**src/rtl/uart_baud_ctrl.sv**
```systemverilog
// uart_baud_ctrl
//   Bit-timing controller for the UART transmit path. A one-cycle send
//   request starts a frame. The block then steps a 4-bit bit index through
//   the frame: 0 is the start bit, 1..8 are the data bits (LSB first) and
//   9..8+STOP_BITS are the stop bits. The index advances every CLK_PER_BIT
//   clocks. The TX serialiser downstream latches its data on send_start and
//   drives the line from baud_busy/baud_counte.
//
// Ports
//   clk          in   1  system clock, rising edge
//   rst_n        in   1  asynchronous reset, active low
//   send_start   in   1  one-cycle frame request, honoured only when send_ready=1
//   send_ready   out  1  1 while IDLE (decoded from the state register)
//   baud_busy    out  1  high from the start bit through the last stop bit
//   baud_counte  out  4  current bit index, 0 when idle
//   send_done    out  1  one-cycle pulse in the first idle cycle after a frame

module uart_baud_ctrl #(
  parameter int CLK_FREQ  = 50_000_000,
  parameter int BAUD_RATE = 115200,
  parameter int STOP_BITS = 1
) (
  input  logic       clk,
  input  logic       rst_n,
  input  logic       send_start,
  output logic       send_ready,
  output logic       baud_busy,
  output logic [3:0] baud_counte,
  output logic       send_done
);

  localparam int CLK_PER_BIT = CLK_FREQ / BAUD_RATE;
  localparam int DIV_W       = (CLK_PER_BIT < 2) ? 1 : $clog2(CLK_PER_BIT);

  localparam logic [DIV_W-1:0] DIV_MAX  = DIV_W'(CLK_PER_BIT - 1);
  localparam logic [DIV_W-1:0] DIV_ZERO = DIV_W'(0);
  localparam logic [DIV_W-1:0] DIV_ONE  = DIV_W'(1);
  localparam logic [3:0]       LAST_IDX = 4'(8 + STOP_BITS);

  // Reject parameter sets that cannot produce a valid frame.
  if (CLK_PER_BIT < 2) begin : g_bad_div
    $error("uart_baud_ctrl: CLK_PER_BIT must be at least 2");
  end
  if ((STOP_BITS != 1) && (STOP_BITS != 2)) begin : g_bad_stop
    $error("uart_baud_ctrl: STOP_BITS must be 1 or 2");
  end

  typedef enum logic {
    ST_IDLE = 1'b0,
    ST_SEND = 1'b1
  } state_t;

  state_t            state_r;
  state_t            state_s;
  logic [DIV_W-1:0]  div_cnt_r;
  logic [DIV_W-1:0]  div_cnt_s;
  logic [3:0]        bit_idx_r;
  logic [3:0]        bit_idx_s;
  logic              busy_r;
  logic              busy_s;
  logic              done_r;
  logic              done_s;

  // State, divider and registered outputs; reset abandons any frame in progress.
  always_ff @(posedge clk or negedge rst_n) begin
    if (!rst_n) begin
      state_r   <= ST_IDLE;
      div_cnt_r <= DIV_ZERO;
      bit_idx_r <= 4'd0;
      busy_r    <= 1'b0;
      done_r    <= 1'b0;
    end else begin
      state_r   <= state_s;
      div_cnt_r <= div_cnt_s;
      bit_idx_r <= bit_idx_s;
      busy_r    <= busy_s;
      done_r    <= done_s;
    end
  end

  // Next-state logic: start on request in IDLE, step bit index every CLK_PER_BIT clocks in SEND.
  always_comb begin
    state_s   = state_r;
    div_cnt_s = div_cnt_r;
    bit_idx_s = bit_idx_r;
    busy_s    = busy_r;
    done_s    = 1'b0;

    case (state_r)
      ST_IDLE: begin
        div_cnt_s = DIV_ZERO;
        bit_idx_s = 4'd0;
        if (send_start) begin
          state_s = ST_SEND;
          busy_s  = 1'b1;
        end else begin
          busy_s  = 1'b0;
        end
      end

      // send_start is deliberately not looked at here: requests while a
      // frame is running are dropped, never queued.
      ST_SEND: begin
        if (div_cnt_r == DIV_MAX) begin
          div_cnt_s = DIV_ZERO;
          if (bit_idx_r == LAST_IDX) begin
            state_s   = ST_IDLE;
            busy_s    = 1'b0;
            bit_idx_s = 4'd0;
            done_s    = 1'b1;
          end else begin
            bit_idx_s = bit_idx_r + 4'd1;
          end
        end else begin
          div_cnt_s = div_cnt_r + DIV_ONE;
        end
      end

      default: begin
        state_s   = ST_IDLE;
        div_cnt_s = DIV_ZERO;
        bit_idx_s = 4'd0;
        busy_s    = 1'b0;
      end
    endcase
  end

  assign send_ready  = (state_r == ST_IDLE);
  assign baud_busy   = busy_r;
  assign baud_counte = bit_idx_r;
  assign send_done   = done_r;

endmodule

```
**config.mk**
```make
export PLATFORM = sky130hd
export DESIGN_NAME = uart_baud_ctrl
export DESIGN_NICKNAME = d
export VERILOG_FILES = /design/src/rtl/uart_baud_ctrl.sv
export SDC_FILE = /design/constraint.sdc
export NUM_CORES = 1
export LEC_CHECK = 0
export CAP_MARGIN = 20
export CELL_PAD_IN_SITES_DETAIL_PLACEMENT = 1
export CELL_PAD_IN_SITES_GLOBAL_PLACEMENT = 1
export CORE_MARGIN = 5
export CORE_UTILIZATION = 40
export CTS_CLUSTER_DIAMETER = 80
export DETAILED_ROUTE_END_ITERATION = 10
export GPL_ROUTABILITY_DRIVEN = 0
export HOLD_SLACK_MARGIN = 0.02
export PLACE_DENSITY_LB_ADDON = 0.2
export SKIP_LAST_GASP = 1
export SLEW_MARGIN = 20
export SYNTH_ARGS = -nofsm -noshare
export SYNTH_HDL_FRONTEND = slang
export SYNTH_SLANG_ARGS = --single-unit
```
**constraint.sdc**
```tcl
create_clock -name clk -period 2 [get_ports clk]
set_clock_uncertainty 0.15 [all_clocks]
set_input_delay 0.5 -clock clk [delete_from_list [all_inputs] [get_ports clk]]
set_output_delay 0.5 -clock clk [all_outputs]
set_load 0.005 [all_outputs]
```
# Word-level counts from Yosys, hierarchy flattened
# Cells that the tools add are included.
# totals
ramBits	0
mem_bits_ro	0
register_bits	16
latchBits	0
output_inout_bits	7
inputBits	3
n_memories	0
# classes
n_eq_ne	4
n_bitwise	1
shift	0
n_mul	0
muxes	15
reduce_logical	1
div	0
order_cmp	0
add_sub_neg	2
# ops
op	n
9-bit case mux with 2 select lines	1
9-bit by 1-bit adder with 9-bit output, second input constant	1
9-bit equality test, second input constant	1
9-bit 2-to-1 mux	1
1-bit 2-to-1 mux	8
4-bit 2-to-1 mux	2
4-bit case mux with 2 select lines	1
4-bit by 1-bit adder with 4-bit output, second input constant	1
4-bit equality test, second input constant	1
2-bit by 1-bit != test with 1-bit output, second input constant	2
1-bit case mux with 2 select lines	2
2-bit AND reduction	1
1-bit inverter	1

# Longest topological paths before layout
# Gate-level depths: netlist (run 1).
# depth
ltp_word	4
depth_mapped	5
ltp_nobuf	5

# Worst setup path after synthesis (run 1)
# Ideal clock, no wire load.
# synth_timing
path_kind	register to register
start	register div_cnt_r[1]
end	register bit_idx_r[1], in the netlist baud_counte[1]
stages_incl_launch_ff	6
t_arrival_ps	1386
synth_period_minus_slack_ps	1614
path_slack_ps	386
t_required_ps	1772
n_path_buf	0
path_cell_list	dfrtp_1 -> inv_1 -> ha_1 -> nand4b_2 -> or4_1 -> a21oi_1
# synth_via
elab_chain_len	2
# synth_lines
element	line	source
start, declared	55	logic [DIV_W-1:0] div_cnt_r;
start signal, assigned	74	div_cnt_r <= div_cnt_s;
9-bit equality test	104	if (div_cnt_r == DIV_MAX) begin
2-bit by 1-bit != test with 1-bit output (no source line)	n/a	
end signal, assigned	75	bit_idx_r <= bit_idx_s;
end, declared	57	logic [3:0] bit_idx_r;
# No other way between the ends.
# A chain may end at the register's enable or synchronous reset.

# Worst setup path in the final report (run 1)
# layout_timing
start	register bit_idx_r[0], in the netlist baud_counte[0]
end	output baud_counte[0]
# layout_lines
element	line	source
end, declared	28	output logic [3:0] baud_counte,
# No word-level cell between the ends.

==> results.py, run 1 <==
metrics = {
    "sta": {
        "slew_viol_final": 0,
        "hold_viol_final": 0,
        "worst_pin_slew_ps": 385,
        "setup_violations": 0,
        "fmax_mhz": 523,
        "tns_ps": 0,
        "layout_min_cycle_time_ps": 1910,
        "slew_headroom_pct": 74.2,
        "rsz0062_at_grt": "no",
        "period_share_pct": 95.6,
    },
    "cells_and_area": {
        "final_nets": 102,
        "n_antenna_cell": 0,
        "drive_above_1_share_pct": 11.7,
        "instances_no_fill": 121,
        "utilization_pct": 51.2,
        "syn_to_final_growth_pct": 23.8,
        "stdcell_area_um2": 983,
    },
    "pwr": {
        "p_total_uw": 880,
        "peakVddDrop_uv": 564,
        "p_leak_uw": 0.000417,
        "power_density_nw_per_um2": 895,
    },
    "global_route": {
        "antenna_found_initial": 0,
        "grt_max_degree": 17,
        "grt_pass1_wl_um": 2930,
        "grt_use_total_pct": 14.3,
        "grt_overflow": 0,
        "grt_pass1_vias": 670,
    },
    "setup_path": {
        "worstSetupPathType": "flop to output pin",
        "crit_chain": "clkdlybuf4s50_1",
        "r2r_end": "baud_counte[0]",
        "cp_data_arrival_time_ps": 1260,
        "slowest_delay_ps": 540,
        "cp_num_buf_inv": 1,
        "rr_startpoint": "div_cnt_r[2]",
        "cp.required_ps": 1350,
        "worstRegToRegCells": 3,
        "worst_setup_path_start_kind": "flop",
        "r2r_setup_slack_ps": 150,
        "worst_path_max_delay_cell": "clkdlybuf4s50_1",
        "cp_max_fo": 6,
        "critPathCaptureType": "output pin",
        "cp_top_family": "buffers and inverters",
    },
    "detailed_routing": {
        "vias_per_cell": 5.32,
        "first_pass_iters": 4,
        "ant_nets": 0,
        "routed_wl_um": 1710,
        "drc": 0,
        "wl_per_cell_um": 14.2,
        "drtIter0Drc": 7,
        "route.vias.total": 644,
    },
    "yosys": {
        "syn_nets": 85,
        "syn_area_um2": 795,
        "ys_top_cells_by_area": "dfrtp_1, ha_1, o21ai_0",
        "synth-seq-cells": 16,
        "yosysSeqAreaShare_pct": 50.4,
        "synth_top_family_by_area": "simple AND/OR/NAND/NOR gates",
        "yosysTopAreaCell": "dfrtp_1",
        "synth_fa_ha_area_share_pct": 6.30,
        "synth_xor_area_share_pct": 3.31,
        "ys_warn_count": 0,
        "synthSimpleGateAreaFrac_pct": 19.7,
        "syn_inst": 78,
        "synth_top_area_share_pct": 50.4,
        "muxShareOfSynthArea_pct": 0,
        "synth-compound-area-share_pct": 16.4,
        "syn_avg_cell_area_um2": 10.2,
        "ys_types": 29,
    },
    "cts": {
        "htree_levels": 1,
        "cts_root_buffer": "clkbuf_4",
        "insertion_delay_ps": 280,
        "cts_tree": "built",
        "clock-sinks": 16,
        "clk_pin_slew_worst_paths_ps": 100,
        "cts_buffer_depth": 2,
        "cts-buffers-inserted": 3,
    },
    "run_status": {
        "outcome": "complete, no violations",
    },
    "floorplan": {
        "die_w_um": 54.6,
        "rows": 16,
        "dieArea_um2": 2980,
        "start_util_pct": 41.3,
        "core_area_um2": 1920,
        "io_pins": 10,
        "die_y_um": 54.6,
    },
    "placed_design": {
        "port_buffers": 9,
        "dp_hpwl_um": 1270,
        "place_area_um2": 932,
        "placedCellCount": 115,
    },
    "flow_run": {
        "maxCapViolCount": 0,
    },
    "hold_path": {
        "hp-class": "input pin to async pin",
    },
}
## stage by stage
step / setup slack, ps / hold slack [ps]
global route: 21.6 / 381
detailed placement: 140 / 363
floorplan: 386 / 54.4
CTS: 8.79 / 378
global placement: 241 / 358
finish: 88.4 / 374
## final cells by class
cell class                      count  area (um^2)
Fill cell                         228          938
Sequential cell                    16          400
Inverter                            6         22.5
Timing Repair Buffer               14          128
Tap cell                           27         33.8
Multi-Input combinational cell     54          363
Clock buffer                        4         36.3
## worst max-delay path by stage
stage / startpoint / slack [ps] / depth (start not counted) / endpoint
after global routing: state_r / 20 / 2 / send_ready
after CTS: state_r / 9 / 2 / send_ready
after global placement: div_cnt_r[2] / 240 / 3 / baud_counte[1]
after floorplan: div_cnt_r[1] / 390 / 5 / baud_counte[1]
after detailed placement: div_cnt_r[2] / 140 / 3 / baud_counte[0]
final: baud_counte[0] / 90 / 1 / baud_counte[0]
## synthesized netlist by cell type
library cell and instances:
a31o_1 1, nand2_1 1, nand3_1 4, xnor2_1 2
or3_1 4, o21ai_0 7, o311a_1 1, a32o_1 1
a211oi_1 1, and3b_1 1, nand4_1 2, o21ai_1 1
nand4b_2 1, a31oi_1 1, nor4_1 1, nor2_1 7
a211o_1 1, nand4bb_1 1, o311ai_0 1, dfrtp_1 16
or4_1 2, inv_1 6, ha_1 4, clkbuf_1 1
buf_2 1, nand3b_1 1, xor2_1 1, nor3_1 1
a21oi_1 6
## timing repair
action,in CTS,in global routing
resized for setup,1,0
pin swaps,0,0
hold buffers,0,0
buffers inserted,0,2
setup endpoints to repair,1,1
## report_power, final
group	switching, uW	internal [uW]	total (uW)	leakage [uW]
registers	86.1	394	480	0.000202
clock network	103	111	214	0.0000210
logic	92.3	94.1	186	0.000194
## flip-flops by register name (all words and copies together) (netlist names)
| name | count |
|---|---|
| state_r | 1 |
| baud_busy | 1 |
| baud_counte | 4 |
| send_done | 1 |
| div_cnt_r | 9 |
## cell usage in the layout (no fill, tap or decap)
cell type         n
or3_1             4
nand4bb_1         1
o21ai_1           1
o311a_1           1
nand4b_2          1
clkbuf_8          1
clkbuf_4          3
xnor2_1           2
inv_2             1
a32o_1            1
a21oi_1           6
o311ai_0          1
nand2_1           1
xor2_1            1
buf_4             5
a211oi_1          1
a31o_1            1
ha_1              4
nand3_1           4
nand3b_1          1
a211o_1           1
or4_1             2
o21ai_0           7
nand4_1           2
nor3_1            1
inv_1             5
clkdlybuf4s50_1   9
and3b_1           1
nor2_1            7
nor4_1            1
dfrtp_1          16
a31oi_1           1
## layer usage
layer | GRT usage (%) | part of all wire (%) | vias up
met3 | 2.45 | 2.1 | 2
met5 | 0 | 0 | -
met2 | 23.7 | 49 | 7
met4 | 8.71 | 1.1 | 0
met1 | 17.0 | 48 | 318
li1 | - | - | 317
## cells by family (layout without fill, tap and decap cells)
group / count (synthesis) / in the layout
and+or+nand+nor: 26 / 26
AOI/OAI and AO/OA: 21 / 21
DFF: 16 / 16
buffers and inverters: 8 / 24
adders and majority gates: 4 / 4
xor gates and xnor gates: 3 / 3
No activity file was read; power rests on OpenSTA's default activity.
==> run 2: changes to the inputs <==
==> constraint.sdc (replaced) <==
create_clock -name clk -period 1.9 [get_ports clk]
set_clock_uncertainty 0.15 [all_clocks]
set_input_delay 0.475 -clock clk [delete_from_list [all_inputs] [get_ports clk]]
set_output_delay 0.475 -clock clk [all_outputs]
set_load 0.005 [all_outputs]
==> run 2 against run 1 <==
Effect of this change:
- hold slack got worse by 20 ps
- wire length rose by 14%
- sequential power rose by 5.0%
- clock power rose by 5%
- non-clock buffer count rose by 2
- critical path depth did not move
- final cell count rose by 1.7%
- die area did not move
- critical path type unchanged
- largest cell class unchanged
- highest routed layer unchanged
==> results.py, run 2 (synthesis gave the netlist of run 1 again) <==
metrics = {
    "setup_path": {
        "crit_cells": 1,
        "critPathCaptureType": "output pin",
        "worstSetupPathType": "flop to output pin",
        "worst_path_max_delay_cell": "clkdlybuf4s50_1",
        "worstRegToRegCells": 5,
        "cp_data_arrival_time_ps": 1240,
        "rr_startpoint": "baud_counte[0]",
        "cp.required_ps": 1270,
        "cp_max_fo": 4,
        "cp_num_buf_inv": 1,
        "slowest_delay_ps": 530,
        "r2r_end": "baud_counte[1]",
        "crit_chain": "clkdlybuf4s50_1",
        "worst_setup_path_start_kind": "flop",
        "r2r_setup_slack_ps": 90,
        "cp_top_family": "buffers and inverters",
        "crit_start": "baud_counte[3]",
        "critPathCapture": "baud_counte[3]",
    },
    "detailed_routing": {
        "routed_wl_um": 1950,
        "drc": 0,
        "vias_per_cell": 5.34,
        "wl_per_cell_um": 15.9,
        "ant_nets": 0,
        "drtIter0Drc": 6,
        "route.vias.total": 657,
        "first_pass_iters": 4,
    },
    "cells_and_area": {
        "syn_to_final_growth_pct": 26.5,
        "stdcell_area_um2": 1000,
        "final_nets": 104,
        "layout_common_cells": "dfrtp_1, clkdlybuf4s50_1, o21ai_0, nor2_1, buf_4",
        "largest_register": "div_cnt_r",
        "fillers": 238,
        "utilization_pct": 52.3,
        "drive_above_1_share_pct": 15.6,
        "n_antenna_cell": 0,
        "largest_reg_flops": 9,
        "seq_area_um2": 403,
        "multi_input_area_um2": 368,
        "layout_commonest_cell": "dfrtp_1",
    },
    "pwr": {
        "p_total_uw": 931,
        "p_leak_uw": 0.000434,
        "peakVddDrop_uv": 586,
        "power_density_nw_per_um2": 926,
    },
    "sta": {
        "setup_violations": 0,
        "worst_hold_slack_ps": 354,
        "worst_pin_slew_ps": 310,
        "fmax_mhz": 536,
        "hold_viol_final": 0,
        "slew_headroom_pct": 79.2,
        "period_share_pct": 98.1,
        "layout_min_cycle_time_ps": 1860,
        "slew_viol_final": 0,
    },
    "floorplan": {
        "die_y_um": 54.6,
        "rows": 16,
        "core_area_um2": 1920,
        "start_util_pct": 41.3,
        "dieArea_um2": 2980,
        "die_w_um": 54.6,
        "io_pins": 10,
    },
    "placed_design": {
        "port_buffers": 9,
        "place_area_um2": 932,
        "dp_hpwl_um": 1260,
    },
    "cts": {
        "cts_buffer_depth": 2,
        "insertion_delay_ps": 280,
        "cts_root_buffer": "clkbuf_4",
        "htree_levels": 1,
        "cts_hold_buf": 0,
        "cts-buffers-inserted": 3,
        "clk_pin_slew_worst_paths_ps": 90,
        "clock-sinks": 16,
        "cts_tree": "built",
    },
    "run_status": {
        "outcome": "complete, no violations",
    },
    "hold_path": {
        "hp-class": "input pin to async pin",
    },
    "flow_run": {
        "maxCapViolCount": 0,
    },
    "global_route": {
        "grt_max_degree": 17,
        "grt_use_total_pct": 14.5,
        "grt_pass1_vias": 681,
        "grt_pass1_wl_um": 3030,
        "grt_overflow": 0,
        "antenna_found_initial": 0,
    },
}
run 2: cell count changes in the layout (fill, tap and decap cells not counted), sizes merged:
cell	previous run	this run
clkdlybuf4s50	9	8
dlygate4sd2	0	1
buf	5	7
run 2: area by class of cell:
type	count	area share, %
Clock buffer	4	3.61
Inverter	6	2.24
Multi-Input combinational cell	54	36.6
Sequential cell	16	40.1
Tap cell	27	3.36
Timing Repair Buffer	16	14.1
run 2: power breakdown:
part	switching (uW)	internal, uW
Sequential	88.7	415
Clock	109	117
Combinational	99.0	103
Total	296	634
run 2: how the worst min path moves through the flow:
| stage | slack [ps] | endpoint | start | cells after the start |
|---|---|---|---|---|
| after detailed placement | 360 | div_cnt_r[0] | div_cnt_r[0] | 1 |
| after global routing | 370 | div_cnt_r[4] | rst_n | 2 |
| after CTS | 360 | baud_counte[0] | rst_n | 2 |
| after global placement | 360 | div_cnt_r[0] | div_cnt_r[0] | 1 |
| final | 350 | div_cnt_r[7] | rst_n | 2 |
| after floorplan | 30 | baud_busy | rst_n | 0 |
run 2: metrics by stage:
stage,TNS (ps),setup slack [ps],instances
after floorplan,0,286,78
after global placement,0,140,115
after detailed placement,0,96.6,115
after CTS,0,10.9,121
after global routing,-19.4,-19.4,123
final,0,35.7,123
run 2: layer usage:
layer  GRT usage, %  vias to the layer above  part of all wire [%]
met5              0                        -                     0
met4           9.13                        0                  0.92
met3           2.72                        2                   2.3
met2           22.9                        5                    52
met1           18.0                      325                    45
li1               -                      325                     -
run 2: repair_timing:
| action | 4_1_cts | 5_1_grt |
|---|---|---|
| gates resized for setup | 2 | 2 |
| setup buffers | 2 | 2 |
| cloned | 0 | 0 |
| setup endpoints to repair | 2 | 5 |
==> run 3: changes to the inputs <==
==> constraint.sdc (replaced) <==
create_clock -name clk -period 1.9 [get_ports clk]
set_clock_uncertainty 0.15 [all_clocks]
set_input_delay 0.285 -clock clk [delete_from_list [all_inputs] [get_ports clk]]
set_output_delay 0.285 -clock clk [all_outputs]
set_load 0.005 [all_outputs]
==> run 3 against run 2 <==
Effect of this change:
- total power is 0.67% higher
- flip-flop and latch count stayed put
- final area is 3.7% lower
- sequential share of layout area is 1.4 points higher
- via count is 2.0% lower
- wire length is 8.4% lower
- critical path type unchanged
==> results.py, run 3 (synthesis gave the netlist of run 1 again) <==
metrics = {
    "sta": {
        "finalWorstSetupSlack_ps": 81.7,
        "period_share_pct": 95.7,
        "hold_viol_final": 0,
        "worst_pin_slew_ps": 288,
        "slew_viol_final": 0,
        "setup_violations": 0,
        "rsz0062_at_grt": "yes",
        "worst_hold_slack_ps": 169,
        "slew_headroom_pct": 80.6,
        "fmax_mhz": 550,
        "layout_min_cycle_time_ps": 1820,
    },
    "setup_path": {
        "r2r_end": "baud_counte[1]",
        "critPathCapture": "send_ready",
        "rr_startpoint": "div_cnt_r[1]",
        "critPathCaptureType": "output pin",
        "cp_top_family": "buffers and inverters",
        "crit_cells": 2,
        "cp.required_ps": 1460,
        "slowest_delay_ps": 510,
        "cp_num_buf_inv": 2,
        "r2r_setup_slack_ps": 130,
        "cp_data_arrival_time_ps": 1380,
        "worst_path_max_delay_cell": "clkdlybuf4s50_1",
        "crit_start": "state_r",
        "worstSetupPathType": "flop to output pin",
        "worst_setup_path_start_kind": "flop",
        "cp_max_fo": 8,
        "worstRegToRegCells": 5,
        "crit_chain": "inv_2 > clkdlybuf4s50_1",
    },
    "cts": {
        "cts_tree": "built",
        "htree_levels": 1,
        "cts-buffers-inserted": 3,
        "cts_buffer_depth": 2,
        "clock-sinks": 16,
        "clk_pin_slew_worst_paths_ps": 90,
        "insertion_delay_ps": 280,
        "cts_root_buffer": "clkbuf_4",
    },
    "detailed_routing": {
        "drc": 0,
        "wl_per_cell_um": 15.1,
        "first_pass_iters": 4,
        "ant_nets": 0,
        "drtIter0Drc": 1,
        "routed_wl_um": 1790,
        "route.vias.total": 644,
        "vias_per_cell": 5.46,
    },
    "flow_run": {
        "maxCapViolCount": 0,
    },
    "floorplan": {
        "io_pins": 10,
        "start_util_pct": 41.3,
        "die_y_um": 54.6,
        "dieArea_um2": 2980,
        "core_area_um2": 1920,
        "rows": 16,
        "die_w_um": 54.6,
    },
    "cells_and_area": {
        "largest_register": "div_cnt_r",
        "fillers": 238,
        "layout_common_cells": "dfrtp_1, clkdlybuf4s50_1, o21ai_0, nor2_1, a21oi_1",
        "drive_above_1_share_pct": 11.0,
        "layout_commonest_cell": "dfrtp_1",
        "n_antenna_cell": 0,
        "syn_to_final_growth_pct": 21.7,
        "final_nets": 99,
        "largest_reg_flops": 9,
    },
    "global_route": {
        "grt_overflow": 0,
        "antenna_found_initial": 0,
        "grt_pass1_vias": 647,
        "grt_pass1_wl_um": 3040,
        "grt_use_total_pct": 14.5,
        "grt_max_degree": 17,
    },
    "placed_design": {
        "place_ws_ps": 81.8,
        "port_buffers": 9,
        "dp_hpwl_um": 1300,
    },
    "hold_path": {
        "hp-class": "input pin to async pin",
    },
    "pwr": {
        "power_density_nw_per_um2": 969,
        "p_leak_uw": 0.000403,
        "swShare_pct": 32.3,
        "power_switching_uw": 303,
        "combPwrFrac_pct": 21.5,
        "internal-power_uw": 634,
        "p_clk_share_pct": 23.5,
        "seqPwrFrac_pct": 54.9,
        "p_total_uw": 937,
        "peakVddDrop_uv": 507,
    },
    "run_status": {
        "outcome": "complete, no violations",
    },
}
-- run 3: cell types whose count changed in the layout (fill, tap and decap cells not counted) --
cell / change
buf_4: -5
inv_1: -1
inv_2: +1
dfrtp_2: -1
clkdlybuf4s50_1: +1
dfrtp_1: +1
dlygate4sd2_1: -1
-- run 3: worst min path at each step --
| stage | from | to | slack, ps | cells past startpoint |
|---|---|---|---|---|
| after floorplan | rst_n | baud_busy | -160 | 0 |
| after global placement | div_cnt_r[0] | div_cnt_r[0] | 360 | 1 |
| after detailed placement | div_cnt_r[0] | div_cnt_r[0] | 360 | 1 |
| after CTS | rst_n | div_cnt_r[5] | 170 | 2 |
| after global routing | rst_n | baud_busy | 170 | 2 |
| final | rst_n | div_cnt_r[5] | 170 | 2 |
-- run 3: routing by layer --
layer  wire length [um]  vias to the layer above  share of wire (%)  track usage (%)
li1                   -                      315                  -                -
met5                  0                        -                  0                0
met4                 20                        0                1.1             6.22
met2                894                        5                 50             24.1
met3                 37                        2                2.1             2.45
met1                834                      322                 47             18.3
-- run 3: power groups by stage --
stage / sequential, uW / clock, uW / combinational, uW
finish: 514 / 221 / 202
CTS: 509 / 233 / 205
global placement: 507 / 0 / 192
global route: 526 / 249 / 234
detailed placement: 515 / 0 / 202
floorplan: 490 / 0 / 153
-- run 3: stage by stage --
step / util, % / std cells / TNS (ps) / cell area (um^2)
after floorplan: - / 78 / 0 / 795
after global placement: 48.1 / 114 / 0 / 925
after detailed placement: 48.1 / 114 / 0 / 925
after CTS: 50.0 / 118 / 0 / 961
after global routing: 50.3 / 118 / -7.76 / 967
final: 50.3 / 118 / 0 / 967
-- run 3: final cells by class --
cell class	count	area (um^2)	share of cell area, %
tap	27	33.8	3.49
timing repair buffer	11	105	10.9
inverter	6	22.5	2.33
clock buffer	4	36.3	3.75
sequential	16	402	41.5
multi-input combinational	54	368	38.0
-- run 3: what timing repair did --
action,4_1_cts,5_1_grt
hold buffers,0,0
setup buffers,0,0
setup endpoints to repair,1,4
resized for setup,1,2
